**src/rtl/event_capture.sv**
```systemverilog
// event_capture
//   Debounces an asynchronous pin, detects qualified edges of the debounced
//   level and reports them to a CPU as a level interrupt plus a status byte.
//
// Ports
//   clk_i    system clock, rising edge
//   rst_ni   asynchronous active-low reset
//   pin_i    raw external input, asynchronous to clk_i
//   ctrl_i   control byte held as a level by the CPU
//              [0] ack (rising edge)   [1] clear (rising edge)
//              [2] enable              [4:3] edge select 00 rise/01 fall/10 both/11 none
//   data_o   registered status: {pending, stable, count[5:0]};
//            while ctrl_i == 8'h00 bit 7 shows the overflow flag instead
//   irq_o    interrupt request, equals the registered pending flag
module event_capture #(
  parameter int unsigned DEBOUNCE = 4
) (
  input  logic       clk_i,
  input  logic       rst_ni,
  input  logic       pin_i,
  input  logic [7:0] ctrl_i,
  output logic [7:0] data_o,
  output logic       irq_o
);

  localparam logic [3:0] CNT_LAST = 4'(DEBOUNCE - 1);

  logic       s1_q, s2_q;
  logic       stable_q, stable_d;
  logic [3:0] cnt_q, cnt_d;
  logic [1:0] ctrl_prev_q;
  logic       pending_q, pending_d;
  logic [5:0] count_q, count_d;
  logic       ovf_q, ovf_d;
  logic [7:0] data_q, data_d;

  logic differ, flip, edge_ok, evt, ack, clr;

  always_comb begin
    differ   = s2_q ^ stable_q;
    flip     = differ && (cnt_q == CNT_LAST);
    cnt_d    = (!differ || flip) ? 4'd0 : cnt_q + 4'd1;
    stable_d = stable_q ^ flip;

    // stable_q is the level before the flip, so a 0 here means a rising edge
    case (ctrl_i[4:3])
      2'b00:   edge_ok = ~stable_q;
      2'b01:   edge_ok = stable_q;
      2'b10:   edge_ok = 1'b1;
      default: edge_ok = 1'b0;
    endcase
    evt = flip & ctrl_i[2] & edge_ok;

    ack = ctrl_i[0] & ~ctrl_prev_q[0];
    clr = ctrl_i[1] & ~ctrl_prev_q[1];

    // A simultaneous event wins over ack
    if (evt)      pending_d = 1'b1;
    else if (ack) pending_d = 1'b0;
    else          pending_d = pending_q;

    // Clear zeroes first, then a simultaneous event still counts once
    if (clr) begin
      count_d = evt ? 6'd1 : 6'd0;
      ovf_d   = 1'b0;
    end else if (evt) begin
      count_d = (count_q == 6'd63) ? 6'd63 : count_q + 6'd1;
      ovf_d   = ovf_q | (count_q == 6'd63);
    end else begin
      count_d = count_q;
      ovf_d   = ovf_q;
    end

    // Overflow is only exposed while the CPU writes an all-zero control byte
    data_d = {(ctrl_i == 8'h00) ? ovf_d : pending_d, stable_d, count_d};
  end

  always_ff @(posedge clk_i or negedge rst_ni) begin
    if (!rst_ni) begin
      s1_q        <= 1'b0;
      s2_q        <= 1'b0;
      stable_q    <= 1'b0;
      cnt_q       <= 4'd0;
      ctrl_prev_q <= 2'b00;
      pending_q   <= 1'b0;
      count_q     <= 6'd0;
      ovf_q       <= 1'b0;
      data_q      <= 8'h00;
    end else begin
      s1_q        <= pin_i;
      s2_q        <= s1_q;
      stable_q    <= stable_d;
      cnt_q       <= cnt_d;
      ctrl_prev_q <= ctrl_i[1:0];
      pending_q   <= pending_d;
      count_q     <= count_d;
      ovf_q       <= ovf_d;
      data_q      <= data_d;
    end
  end

  assign data_o = data_q;
  assign irq_o  = pending_q;

endmodule

```
**config.mk**
```make
export PLATFORM = sky130hd
export DESIGN_NAME = event_capture
export DESIGN_NICKNAME = d
export VERILOG_FILES = /design/src/rtl/event_capture.sv
export SDC_FILE = /design/constraint.sdc
export NUM_CORES = 1
export LEC_CHECK = 0
export BUFFER_PORTS_ARGS = -buffer_cell sky130_fd_sc_hd__buf_2
export CORE_AREA = 4 4 49 51
export CTS_CLUSTER_SIZE = 12
export DETAILED_ROUTE_END_ITERATION = 10
export DIE_AREA = 0 0 53 55
export PLACE_DENSITY = 0.62
export SYNTH_ARGS = -nofsm -noshare
export SYNTH_HDL_FRONTEND = slang
export SYNTH_SLANG_ARGS = --single-unit
```
**constraint.sdc**
```tcl
create_clock -name clk_i -period 3.6 [get_ports clk_i]
set_clock_uncertainty 0.15 [all_clocks]
set_input_delay 0.72 -clock clk_i [delete_from_list [all_inputs] [get_ports clk_i]]
set_output_delay 0.72 -clock clk_i [all_outputs]
set_load 0.01 [all_outputs]
```
==> metrics <==
outcome=finished clean; WS Path Type=in -> reg; pwr dens=about 460 mW/mm2; first-pass GRT wire length=2830 um; Via density=~5.2; Setup-failing EPs final=0; Max Used Layer=met4; Synth Area in Compound Gates=between 10% and 20%; crit path from=ctrl_i[3]; FF-to-FF Start=s2_q; proportion of layout cells with a drive suffix above 1=between 30 and 40%; DRC viols=0; Nets=110; CTS max path bufs=2; Post-synth EDFFs=0; P&R area growth vs syn=17.5%; final hold violations=0; CTS buffer count=3; Simple-Gate Fraction of Synth Area=21.8%; H-tree Lvls=1; post-CTS resize count=0; Filler cells=189; routed len/inst=between 10 and 15 um; Post-Syn Area=838 um2; post-synthesis instance total=75; Post-synth top flop=dfrtp_1; Required @ worst endpoint=3.61 ns; RSZ-0062 raised after global routing=no; vias in the first global route=627; Port Buffers=19; min cycle time layout=around 2 ns; crit share post-route=55.5%; Synth top area share=53.7%; YS warnings=0; CTS clock-pin slew for the worst setup and hold paths=0.10 ns; root buf cell=clkbuf_4; worst skew pair latency=approximately 0.28 ns; relative max-transition margin=44.3%; syn nets=88; FF/Latch Area=450 um2; leakage=0.517 nW; Synth Area in XOR/XNOR=3.13%; TritonCTS clock tree=yes; Max VDD drop=0.000325 V; Initial Utilization=43.2%; Iter 0 DRT Violations=5; initial antenna violation count=0; multiplexer share of the synthesized area=2.69%; M1 WL=792 um; Synth area leaders=dfrtp_1 54%, nor2_1 3.1%, ha_1 3.0%; Placed Cells=119; routed vias=637; Yosys cell types=37; Max Slew Vio Count=0; final WL=roughly 1600 um; CP delay by family, top=compound AO/OA/AOI/OAI gates; Critical Path Fanout Max=11; Post-CTS Setup Inserts=0; crit path buf inv count=1; asr flop ratio synth=100%; total gr overflow=0; final cell count without fillers=123; # rows=16; Die Width=53 um; register area share after synthesis=53.7%; largest family of logic cells by synthesized area=simple AND/OR/NAND/NOR gates; Fmax=roughly 500 MHz; wire length on met2=678 um; CP peak stage delay=0.63 ns; arrival time worst endpoint=2.01 ns; largest net degree at the start of global routing=19; Avg Synthesized Cell Area=11.2 um2; hold_buf cts=0; Worst path slowest cell=o22ai_1; area occupied by multi-input gates=354 um2; Post-Route Setup TNS=0 ns; crit end category=register; GRT Util Overall=~13%; Max Cap Viol=0; crit path cell chain=buf_2 -> xnor2_1 -> o22ai_1 -> and2_2 -> a311oi_1; DRT Pass-1 Iters=4; Worst Tran Pin Value=0.835 ns; die area=0.00292 mm2; antenna cells=0; core area=around 0.0019 mm2; Worst Hold Class=in -> async; placer congestion estimate=0.736; # clock sinks=18; Post-Synth Adder-Cell Area=2.99%; startpoint types=input pin; Final ANT Viol Nets=0; post-synth top area cell=dfrtp_1; met3 wire length=75 um; synthesized flop and latch total=18; Top Ports=20; Chip Height=55 um
==> logic make-up after synthesis <==
kind of cell,count (synthesis)
flops,18
fa+ha+maj,2
mux,2
buf+inv,5
simple gates,32
compound gates,13
xor+xnor,3
==> cell usage after synthesis (2+ instances only) <==
| cell | count |
|---|---|
| inv_1 | 2 |
| ha_1 | 2 |
| nor2_1 | 7 |
| mux2_2 | 2 |
| a31oi_1 | 2 |
| nor4_1 | 2 |
| nand3_1 | 2 |
| nand2_1 | 6 |
| xnor2_1 | 2 |
| a21oi_1 | 2 |
| buf_4 | 2 |
| nand2b_1 | 2 |
| dfrtp_1 | 18 |
==> worst register-to-register path: stages, from the launching register on <==
cell      delay (ns)
dfrtp_1         0.41
nand2b_1        0.17
o22ai_1         0.66
and2_2          0.33
a311oi_1        0.09
==> cell type report <==
| cell class | count | area share (%) |
|---|---|---|
| clock buffers | 4 | 3.68 |
| repair buffers | 20 | 10.4 |
| multi-input cells | 52 | 36.0 |
| inverters | 2 | 0.762 |
| well taps | 27 | 3.43 |
| flip-flops and latches | 18 | 45.7 |
==> registers in the layout, indices dropped and copies added (netlist names), named ones only <==
signal,count
data_o,7
s2_q,1
ovf_q,1
irq_o,1
cnt_q,4
s1_q,1
ctrl_prev_q,2
==> metrics by stage <==
| step | power, mW | cell area [um2] | setup WS (ns) | utilization, % | hold slack [ns] |
|---|---|---|---|---|---|
| floorplan | 0.320 | 838 | 1.76 | - | 0.181 |
| global placement | 0.338 | 948 | 1.42 | 48.8 | 0.192 |
| detailed placement | 0.341 | 948 | 1.36 | 48.8 | 0.186 |
| CTS | 0.461 | 985 | 1.67 | 50.7 | 0.203 |
| global route | 0.495 | 985 | 1.47 | 50.7 | 0.198 |
| finish | 0.456 | 985 | 1.60 | 50.7 | 0.195 |
==> report_power, final <==
group | total [mW] | switching (mW) | internal (mW) | leakage [nW]
Sequential | 0.243 | 0.0174 | 0.225 | 0.238
Combinational | 0.0938 | 0.0511 | 0.0427 | 0.258
Clock | 0.120 | 0.0583 | 0.0615 | 0.0210
Total | 0.456 | 0.127 | 0.330 | 0.517
==> layer usage <==
| metal | global-route usage (%) | vias up |
|---|---|---|
| met3 | 2.41 | 2 |
| met2 | 19.8 | 15 |
| met1 | 19.1 | 302 |
| met5 | 0 | - |
| met4 | 6.38 | 0 |
| li1 | - | 318 |
==> cell usage in the layout (no fill, tap or decap), types with 2 or more instances in the layout <==
cell type	n
buf_2	19
nand2b_1	2
dfrtp_1	18
xnor2_1	2
mux2_2	2
nor4_1	2
a31oi_1	2
a21oi_1	2
nor2_1	7
clkbuf_4	3
nand2_1	6
nand3_1	2
inv_1	2
ha_1	2
==> worst paths after layout <==
| check | slack (ns) | to | cells past startpoint |
|---|---|---|---|
| max | 1.60 | data_o[2] | 5 |
| min | 0.19 | ctrl_prev_q[0] | 1 |
| max reg2reg | 1.68 | data_o[2] | 4 |
| min reg2reg | 0.22 | s2_q | 0 |
| max in group asynchronous | 2.82 | data_o[5] | 1 |
| min in group clk_i | 0.22 | s2_q | 0 |
Power figures use the tool's default switching activity.
